===== config.mk =====
export PLATFORM = sky130hd
export DESIGN_NAME = wb_arb_flat
export DESIGN_NICKNAME = d
export VERILOG_FILES = /design/src/rtl/wb_arb_if.sv /design/src/rtl/wb_arb.sv /design/src/flat_wrapper.sv
export SDC_FILE = /design/constraint.sdc
export NUM_CORES = 1
export LEC_CHECK = 0
export ABC_CLOCK_PERIOD_IN_PS = 2200
export BUFFER_PORTS_ARGS = -buffer_cell sky130_fd_sc_hd__buf_2
export CORE_ASPECT_RATIO = 1.4
export CORE_MARGIN = 4
export CORE_UTILIZATION = 40
export CTS_BUF_LIST = sky130_fd_sc_hd__clkbuf_8 sky130_fd_sc_hd__clkbuf_16
export CTS_CLUSTER_SIZE = 10
export DETAILED_ROUTE_END_ITERATION = 10
export GPL_TIMING_DRIVEN = 0
export PLACE_DENSITY_LB_ADDON = 0.2
export SETUP_SLACK_MARGIN = 0.4
export SYNTH_ARGS = -nofsm -noshare
export SYNTH_HDL_FRONTEND = slang
export SYNTH_SLANG_ARGS = --single-unit

===== constraint.sdc =====
create_clock -name clk -period 2.2 [get_ports clk]
set_input_delay 0.44 -clock clk [delete_from_list [all_inputs] [get_ports clk]]
set_output_delay 0.44 -clock clk [all_outputs]
set_load 0.02 [all_outputs]

===== src/rtl/wb_arb_if.sv =====
// Writeback arbiter bus: pipeline write request, long-latency result handshake,
// registered regfile write port and decode-stage pending-read lookups.
// Master drives requests and read addresses; slave (the arbiter) drives the rest.
interface wb_arb_if;
  logic        mem_we;
  logic [4:0]  mem_waddr;
  logic [31:0] mem_wdata;
  logic        lsu_valid;
  logic        lsu_ready;
  logic [4:0]  lsu_waddr;
  logic [31:0] lsu_wdata;
  logic        we;
  logic [4:0]  waddr;
  logic [31:0] wdata;
  logic [4:0]  raddr1;
  logic [4:0]  raddr2;
  logic        pend1;
  logic        pend2;
  logic        stallreq;

  modport master (
    output mem_we, mem_waddr, mem_wdata,
    output lsu_valid, lsu_waddr, lsu_wdata,
    output raddr1, raddr2,
    input  lsu_ready, we, waddr, wdata, pend1, pend2, stallreq
  );

  modport slave (
    input  mem_we, mem_waddr, mem_wdata,
    input  lsu_valid, lsu_waddr, lsu_wdata,
    input  raddr1, raddr2,
    output lsu_ready, we, waddr, wdata, pend1, pend2, stallreq
  );
endinterface


===== src/rtl/wb_arb.sv =====
// Regfile writeback arbiter: pipeline writes win, long-latency results queue in a small FIFO.
// Latency: pipeline write 1 cycle; lsu result at least 2 cycles (always through one buffer entry).
// Backpressure: lsu_ready drops and stallreq rises when the buffer is full; nothing is lost.
module wb_arb #(
  parameter int DEPTH = 2
) (
  input logic     clk,
  input logic     rst,
  wb_arb_if.slave bus
);

  localparam int PW = $clog2(DEPTH);
  localparam int CW = $clog2(DEPTH + 1);
  localparam logic [CW-1:0] FULL = CW'(DEPTH);

  // Buffer state: an entry is "live" when it still owes a regfile write.
  // Killed entries keep their slot (and count) until they reach the head.
  logic [DEPTH-1:0] r_live;
  logic [4:0]       r_ent_addr [DEPTH];
  logic [31:0]      r_ent_data [DEPTH];
  logic [PW-1:0]    r_rd_ptr;
  logic [PW-1:0]    r_wr_ptr;
  logic [CW-1:0]    r_cnt;

  logic             r_we;
  logic [4:0]       r_waddr;
  logic [31:0]      r_wdata;

  logic w_ready;
  logic w_take;
  logic w_push;
  logic w_pop;
  logic w_push_live;
  logic w_head_live;
  logic w_pend1;
  logic w_pend2;

  assign w_ready     = (r_cnt < FULL) && !rst;
  assign w_take      = bus.mem_we && (bus.mem_waddr != 5'd0);
  // r0 results are acknowledged but dropped: they would never be written anyway.
  assign w_push      = bus.lsu_valid && w_ready && (bus.lsu_waddr != 5'd0);
  assign w_pop       = !w_take && (r_cnt != '0);
  // A same-cycle pipeline write to the same register is the newer value.
  assign w_push_live = !(w_take && (bus.lsu_waddr == bus.mem_waddr));
  assign w_head_live = r_live[r_rd_ptr];

  // Buffer control: kill superseded entries, pop head, push new result, track occupancy.
  always_ff @(posedge clk) begin
    if (rst) begin
      r_live   <= '0;
      r_rd_ptr <= '0;
      r_wr_ptr <= '0;
      r_cnt    <= '0;
    end else begin
      for (int i = 0; i < DEPTH; i++) begin
        if (w_take && r_live[i] && (r_ent_addr[i] == bus.mem_waddr)) begin
          r_live[i] <= 1'b0;
        end
      end
      if (w_pop) begin
        r_live[r_rd_ptr] <= 1'b0;
        r_rd_ptr         <= r_rd_ptr + PW'(1);
      end
      if (w_push) begin
        r_live[r_wr_ptr] <= w_push_live;
        r_wr_ptr         <= r_wr_ptr + PW'(1);
      end
      case ({w_push, w_pop})
        2'b10:   r_cnt <= r_cnt + CW'(1);
        2'b01:   r_cnt <= r_cnt - CW'(1);
        default: r_cnt <= r_cnt;
      endcase
    end
  end

  // Buffer payload: captured on push, validity is tracked separately by r_live.
  always_ff @(posedge clk) begin
    if (w_push) begin
      r_ent_addr[r_wr_ptr] <= bus.lsu_waddr;
      r_ent_data[r_wr_ptr] <= bus.lsu_wdata;
    end
  end

  // Regfile write port: pipeline first, then buffer head; a killed head pops silently.
  always_ff @(posedge clk) begin
    if (rst) begin
      r_we    <= 1'b0;
      r_waddr <= 5'd0;
      r_wdata <= 32'd0;
    end else if (w_take) begin
      r_we    <= 1'b1;
      r_waddr <= bus.mem_waddr;
      r_wdata <= bus.mem_wdata;
    end else if (w_pop) begin
      r_we <= w_head_live;
      if (w_head_live) begin
        r_waddr <= r_ent_addr[r_rd_ptr];
        r_wdata <= r_ent_data[r_rd_ptr];
      end
    end else begin
      r_we <= 1'b0;
    end
  end

  // Pending-read lookup: decode must wait for any live buffered write to its source.
  always_comb begin
    w_pend1 = 1'b0;
    w_pend2 = 1'b0;
    for (int i = 0; i < DEPTH; i++) begin
      if (r_live[i] && (r_ent_addr[i] == bus.raddr1)) w_pend1 = 1'b1;
      if (r_live[i] && (r_ent_addr[i] == bus.raddr2)) w_pend2 = 1'b1;
    end
    if (rst || (bus.raddr1 == 5'd0)) w_pend1 = 1'b0;
    if (rst || (bus.raddr2 == 5'd0)) w_pend2 = 1'b0;
  end

  assign bus.lsu_ready = w_ready;
  assign bus.stallreq  = (r_cnt == FULL) && !rst;
  assign bus.pend1     = w_pend1;
  assign bus.pend2     = w_pend2;
  assign bus.we        = r_we;
  assign bus.waddr     = r_waddr;
  assign bus.wdata     = r_wdata;

endmodule


===== src/flat_wrapper.sv =====
// flat-port wrapper written by rule: the top's interface ports become plain ports
module wb_arb_flat 
#(
  parameter int DEPTH = 2
)
  (clk, rst, bus_mem_we, bus_mem_waddr, bus_mem_wdata, bus_lsu_valid, bus_lsu_waddr, bus_lsu_wdata, bus_raddr1, bus_raddr2, bus_lsu_ready, bus_we, bus_waddr, bus_wdata, bus_pend1, bus_pend2, bus_stallreq);
  wb_arb_if bus_i ();
  input logic clk;
  input logic rst;
  input wire logic [$bits(bus_i.mem_we)-1:0] bus_mem_we;
  input wire logic [$bits(bus_i.mem_waddr)-1:0] bus_mem_waddr;
  input wire logic [$bits(bus_i.mem_wdata)-1:0] bus_mem_wdata;
  input wire logic [$bits(bus_i.lsu_valid)-1:0] bus_lsu_valid;
  input wire logic [$bits(bus_i.lsu_waddr)-1:0] bus_lsu_waddr;
  input wire logic [$bits(bus_i.lsu_wdata)-1:0] bus_lsu_wdata;
  input wire logic [$bits(bus_i.raddr1)-1:0] bus_raddr1;
  input wire logic [$bits(bus_i.raddr2)-1:0] bus_raddr2;
  output wire logic [$bits(bus_i.lsu_ready)-1:0] bus_lsu_ready;
  output wire logic [$bits(bus_i.we)-1:0] bus_we;
  output wire logic [$bits(bus_i.waddr)-1:0] bus_waddr;
  output wire logic [$bits(bus_i.wdata)-1:0] bus_wdata;
  output wire logic [$bits(bus_i.pend1)-1:0] bus_pend1;
  output wire logic [$bits(bus_i.pend2)-1:0] bus_pend2;
  output wire logic [$bits(bus_i.stallreq)-1:0] bus_stallreq;
  assign bus_i.mem_we = bus_mem_we;
  assign bus_i.mem_waddr = bus_mem_waddr;
  assign bus_i.mem_wdata = bus_mem_wdata;
  assign bus_i.lsu_valid = bus_lsu_valid;
  assign bus_i.lsu_waddr = bus_lsu_waddr;
  assign bus_i.lsu_wdata = bus_lsu_wdata;
  assign bus_i.raddr1 = bus_raddr1;
  assign bus_i.raddr2 = bus_raddr2;
  assign bus_lsu_ready = bus_i.lsu_ready;
  assign bus_we = bus_i.we;
  assign bus_waddr = bus_i.waddr;
  assign bus_wdata = bus_i.wdata;
  assign bus_pend1 = bus_i.pend1;
  assign bus_pend2 = bus_i.pend2;
  assign bus_stallreq = bus_i.stallreq;
  wb_arb #(.DEPTH(DEPTH)) u_core (.clk(clk), .rst(rst), .bus(bus_i));
endmodule

Word-level counts from Yosys, hierarchy flattened

Memories as Yosys holds them, arrays and structs flattened. A register that Yosys moved wholly into a read port is not among the register bits.
Cells that the tools add are included.
Widths: inputs -> output; s select.

Register bits: 44
Memory bits (writable): 74
Memory bits (read-only): 0
Word-level logic and storage cells: 96
Memories kept: 2
Output and inout port bits: 42
Latch bits: 0
Bits of input ports: 88

Shift-type cells: 0
$lt $le $gt $ge: 5
Add/sub/neg operators: 4
Multiplexer cells: 35
Reduce and logical (&&, ||, !) cells: 31
Eq/ne operators: 10
Divide/modulo/power cells: 0
Bitwise gates (word level): 2
Multipliers: 0

Memory list:

| memory            | words | width | rd ports | clocked after Yosys merged registers in | write ports | line         | RTL |
|---|---|---|---|---|---|---|---|
| u_core.r_ent_data | 2     | 32    | 1        | 1                                       | 1           | wb_arb.sv:20 | `logic [31:0] r_ent_data [DEPTH];` |
| u_core.r_ent_addr | 2     | 5     | 3        | 1                                       | 1           | wb_arb.sv:19 | `logic [4:0] r_ent_addr [DEPTH];` |

Operator list:

| cell                | count |
|---|---|
| $mux 32             | 3 |
| $eq 5x5->1          | 7 |
| $mux 1              | 22 |
| $logic_and 1x1->1   | 17 |
| $mux 5              | 3 |
| $logic_not 5->1     | 2 |
| $reduce_bool 5->1   | 2 |
| $reduce_bool 2->1   | 4 |
| $mux 2              | 3 |
| $eq 2x2->1 const B  | 2 |
| $lt 1x2->1 const B  | 2 |
| $pmux 2 s2          | 1 |
| $logic_not 1->1     | 3 |
| $add 1x1->1 const B | 2 |
| $add 2x1->2 const B | 1 |
| $and 2x2->2         | 1 |
| $bwmux 2            | 1 |
| $demux 1 s1         | 2 |
| $eq 2x1->1 const B  | 1 |
| $ge 1x1->1 const B  | 2 |
| $logic_or 1x1->1    | 2 |
| $lt 2x2->1 const B  | 1 |
| $not 2->2           | 1 |
| $reduce_and 2->1    | 1 |
| $sub 2x1->2 const B | 1 |

Depth between registers and ports, before layout

Depth in word-level cells: 11
Mapped depth: 9
Depth with buffers taken out: 7

Worst setup path before layout

OpenSTA, ideal clock, no wires.

Path kind: input port to flip-flop
Start: in bus_mem_waddr[4]
End: reg u_core.r_cnt[1]
Setup slack: -146 ps
Setup time: 70 ps
Data required time: 2,130 ps
Arrival time: 2,276 ps
Path buffers: 2
Stages on the path: 8
Cell sequence: or4_4 o21a_1 buf_2 buf_2 nor2_1 ha_1 or3_1 a21oi_1

Word-level cells in the longest chain between the ends: 6
Elaborated cells between the ends (all ways): 8
Those cells by class: 2 x eq/ne; 1 x mux; 5 x reduce/logical

Ends and longest elaborated chain:

| item                                            | line               | RTL |
|---|---|---|
| from (decl)                                     | flat_wrapper.sv:11 | `input wire logic [$bits(bus_i.mem_waddr)-1:0] bus_mem_waddr;` |
| $reduce_bool 5->1 *                             | wb_arb.sv:39       | `assign w_take = bus.mem_we && (bus.mem_waddr != 5'd0);` |
| $logic_and 1x1->1 *                             | wb_arb.sv:39       |  |
| $logic_not 1->1 *                               | wb_arb.sv:42       | `assign w_pop = !w_take && (r_cnt != '0);` |
| $logic_and 1x1->1 *                             | wb_arb.sv:42       |  |
| net u_core.w_pop                                | wb_arb.sv:32       | `logic w_pop;` |
| $eq 2x1->1 or $eq 2x2->1 (tied branches)        | wb_arb.sv:68       | `case ({w_push, w_pop})` |
| $pmux 2 s2 or $reduce_bool 2->1 (tied branches) | n/a                |  |
| to (signal assigned)                            | wb_arb.sv:69       | `2'b10: r_cnt <= r_cnt + CW'(1);` |
| to (signal assigned)                            | wb_arb.sv:70       | `2'b01: r_cnt <= r_cnt - CW'(1);` |
| to (signal assigned)                            | wb_arb.sv:71       | `default: r_cnt <= r_cnt;` |
| to (decl)                                       | wb_arb.sv:23       | `logic [CW-1:0] r_cnt;` |

Mark *: on every way through the listed nets, which the timed path passes. The rest lies on a longest branch.
A chain may end at the register's enable or synchronous reset.

==> qor.log <==
qor: placed_design.place.detailed.hpwl 9290 microns
qor: global_routing.global_route.usage.total 0.188
qor: global_routing.antenna_found_initial 0
qor: sta.min_period 2.21 ns
qor: clock_tree.numCtsBuffers 17
qor: routing.vias 3,957
qor: placed_design.numPortBuffers 127
qor: clock_tree.tritoncts yes
qor: placed_design.gpl.final_weighted_congestion 0.890
qor: synthesis.yosys_register_bits 119
qor: hold_path.holdCritStartpoint bus_lsu_wdata[12]
qor: worst_setup_path.list_of_cells_traversed_by_the_critical_path xor2_1 -> nor4_1 -> nand3_1 -> a21oi_1 -> buf_4
qor: clock_tree.clk_pin_slew 0.05 ns
qor: floorplanning.coreArea 12,400 sq um
qor: power.total_leakage_power 0.00262 uW
qor: power.report.power.total 7160 uW
qor: routing.drt_wl_total 13,600 microns
qor: global_routing.wire_length_of_the_first_global_routing_pass 21,500 microns
qor: finish.area.growth.synth_to_final 34.8%
qor: synthesis.synth.avg_cell_area 11.9 sq um
qor: floorplanning.die_w 104 microns
qor: floorplanning.die_area 14,700 sq um
qor: routing.detail_routed_via_count_per_cell 5.23
qor: routing.drt-wirelength-per-cell 18.0 microns
qor: finish.layout.nets 683
qor: finish.fillerInstances 1,084
qor: finish.area.sequential 3120 sq um
qor: worst_setup_path.reg2reg_depth 7
qor: power.ir_drop 0.824 mV
qor: floorplanning.fp.dieH 142 microns
qor: worst_setup_path.worst_path_max_delay_cell sky130_fd_sc_hd__edfxtp_1
qor: finish.layout-drive-gt1-share 0.353
qor: clock_tree.clock-sinks 119
qor: synthesis.synth-simple-area-share 0.103
qor: global_routing.vias_in_the_first_global_route 4,255
qor: hold_path.holdCritPathClass in2reg
qor: clock_tree.cts.hold.buffers_added 0
qor: worst_setup_path.worst_path_required 1.76 ns
qor: worst_setup_path.worst_ep_arrival_time 1.77 ns
qor: synthesis.synth_top_family_by_area compound AO/OA/AOI/OAI gates
qor: worst_setup_path.worstSetupEndpointType primary output
qor: sta.setup-tns-final -0.00502 ns
qor: hold_path.worstHoldEndpoint u_core.r_ent_data[0][12]
qor: synthesis.synth_xor_xnor_area_share 0.0634
qor: routing.number_of_design_rule_violations_left_after_detail_routing 0
qor: placed_design.detailedPlace.worstSlack -0.575 ns
qor: synthesis.post_synth_edffs 74
qor: sta.setup_repair_after_global_routing_missed_its_margin yes
qor: synthesis.synth-adder-area-share 0.00245
qor: run.max_cap_viol_count 0
qor: clock_tree.cts-htree-levels 4
qor: floorplanning.floorplan.initialDensity 0.411
qor: hold_path.worstHoldPathCells 1
qor: global_routing.grt_start_max_net_pins 38
qor: sta.fin_hold_ws 0.221 ns
qor: outcome.failing_checks setup timing
qor: floorplanning.boundaryPins 130
qor: finish.antennaDiodeCount 0
qor: floorplanning.std_cell_rows 48
qor: finish.multi_input_area 1880 sq um
qor: synthesis.synthCells 429
qor: synthesis.ys_seq_area_frac 0.611
qor: synthesis.synth_compound_area_frac 0.115
qor: sta.timing.final.ws_setup -0.00502 ns
qor: synthesis.synth-main-ff-cell sky130_fd_sc_hd__edfxtp_1
qor: clock_tree.clock_path_buffers 2
qor: synthesis.yosys-mux-area-fraction 0.0747
qor: sta.finalHoldViolCount 0
qor: worst_setup_path.worst_setup_start_kind flip-flop
qor: sta.timing.fmax 454 MHz
qor: power.powerDensity 1040 nW/um^2
qor: sta.fin_crit_sh 1.00
qor: finish.most_frequent_standard_cell_in_the_layout_excluding_fill_and_tap_cells sky130_fd_sc_hd__buf_2
qor: outcome.run_status finished with violations
qor: sta.fin_worst_skew 0.00872 ns
qor: routing.drtAntennaViolNets 0
qor: synthesis.synth.distinct_cells 34
qor: synthesis.async_reset_ff_frac 0
qor: worst_setup_path.crit-reg2reg-capture u_core.bus.wdata[19]
qor: worst_setup_path.critical_path.max_stage_delay 0.47 ns
qor: sta.report.final.slew_viol_count 0
qor: clock_tree.worstSkewPairLatency 0.40 ns
qor: global_routing.globalRouteOverflowTotal 0
qor: worst_setup_path.crit_fanout 3
qor: worst_setup_path.reg2reg_launch_point u_core.r_cnt[0]
qor: worst_setup_path.crit_path_start u_core.r_ent_addr[0][3]
qor: synthesis.yosys_warnings 0
qor: finish.layout.cells.most_common_list sky130_fd_sc_hd__buf_2, sky130_fd_sc_hd__edfxtp_1, sky130_fd_sc_hd__nand3_1
qor: sta.timing.slew.headroom 0.629
qor: synthesis.netlist_area 5110 sq um
qor: routing.detailedRoute.firstIterationViolations 188
qor: sta.tightestPinTransition 0.557 ns
qor: routing.drt_first_pass_iters 4
qor: synthesis.postSynthNetCount 518
qor: sta.setup-violations-final 1
qor: worst_setup_path.criticalPathCategory reg2out
qor: clock_tree.cts_root_buffer sky130_fd_sc_hd__clkbuf_16
qor: worst_setup_path.ff2ff_setup_slack 0.48 ns
==> worst max-delay path: cells and delay by family, from the launching register on <==
kind / cells / cell delay [ns]
compound gates: 1 / 0.16
buf+inv: 1 / 0.15
xor+xnor: 1 / 0.20
flops: 1 / 0.47
simple gates: 2 / 0.38
==> layer usage <==
metal | GRT usage | share of wire
met5 | 0 | 0
met4 | 0.0798 | 0.022
met3 | 0.0451 | 0.039
met2 | 0.362 | 0.56
met1 | 0.194 | 0.38
==> through the flow <==
stage	cells	area, sq um	util
final	757	6890	0.554
after global routing	757	6890	0.554
after CTS	757	6850	0.551
after detailed placement	706	5980	0.481
after global placement	706	5980	0.481
after floorplan	429	5160	-
==> sequential cells by signal, indices dropped and copies added (netlist names), 2 cells and up, named ones only <==
| name | flops |
|---|---|
| u_core.r_cnt | 2 |
| u_core.bus.wdata | 32 |
| u_core.r_live | 2 |
| u_core.bus.waddr | 5 |
| u_core.r_ent_addr | 10 |
| u_core.r_ent_data | 64 |
==> cells in the mapped netlist (2+ instances only) <==
master                      n  area (sq um)
sky130_fd_sc_hd__xor2_1    23           201
sky130_fd_sc_hd__nor2_1     6          22.5
sky130_fd_sc_hd__clkbuf_1  19          71.3
sky130_fd_sc_hd__buf_6      2          22.5
sky130_fd_sc_hd__nand3_1   45           225
sky130_fd_sc_hd__o21ai_0    5          25.0
sky130_fd_sc_hd__nand2_1   37           139
sky130_fd_sc_hd__dfxtp_1   45           901
sky130_fd_sc_hd__mux2i_1   37           370
sky130_fd_sc_hd__xnor2_1   14           123
sky130_fd_sc_hd__or3_1      2          12.5
sky130_fd_sc_hd__edfxtp_1  74          2220
sky130_fd_sc_hd__o211ai_1  38           285
sky130_fd_sc_hd__o32ai_1    2          17.5
sky130_fd_sc_hd__o21a_1     3          22.5
sky130_fd_sc_hd__or4_1      3          22.5
sky130_fd_sc_hd__a21oi_1   41           205
sky130_fd_sc_hd__buf_2      9          45.0
sky130_fd_sc_hd__inv_1      3          11.3
sky130_fd_sc_hd__nor4_1     7          43.8
==> power by group <==
| part | switching [uW] | internal [uW] | leakage, uW |
|---|---|---|---|
| combinational | 922 | 618 | 0.00127 |
| sequential | 102 | 2570 | 0.00105 |
| clock | 956 | 1990 | 0.000303 |
| total | 1980 | 5180 | 0.00262 |
==> logic make-up (layout without fill, tap and decap cells) <==
group / Yosys count / after routing
flops: 119 / 119
simple gates: 108 / 108
fa+ha+maj: 1 / 1
mux: 38 / 38
xor+xnor: 37 / 37
compound gates: 92 / 92
buf+inv: 34 / 212
==> layout make-up <==
cell class,count,area share
flip-flops and latches,119,0.454
clock buffers,17,0.0618
well taps,150,0.0272
plain buffers,31,0.0291
inverters,3,0.00291
clock inverters,15,0.0305
multi-input cells,276,0.273
repair inverters,1,0.00109
repair buffers,145,0.121
==> worst max path at each step <==
| stage | end | slack (ns) | cells after the start |
|---|---|---|---|
| floorplan | u_core.r_cnt[1] | -0.02 | 9 |
| global placement | u_core.r_ent_data[1][20] | -0.67 | 4 |
| detailed placement | u_core.r_ent_data[0][20] | -0.58 | 5 |
| CTS | bus_pend1 | -0.03 | 5 |
| global route | bus_pend1 | -0.10 | 5 |
| finish | bus_pend1 | -0.005 | 5 |
==> repair_timing <==
action	in CTS	in global routing
gates cloned	1	0
pin swaps	18	2
endpoints found under the setup margin	109	71
resized for setup	25	25
setup buffers	18	0
Power figures use the tool's default switching activity.
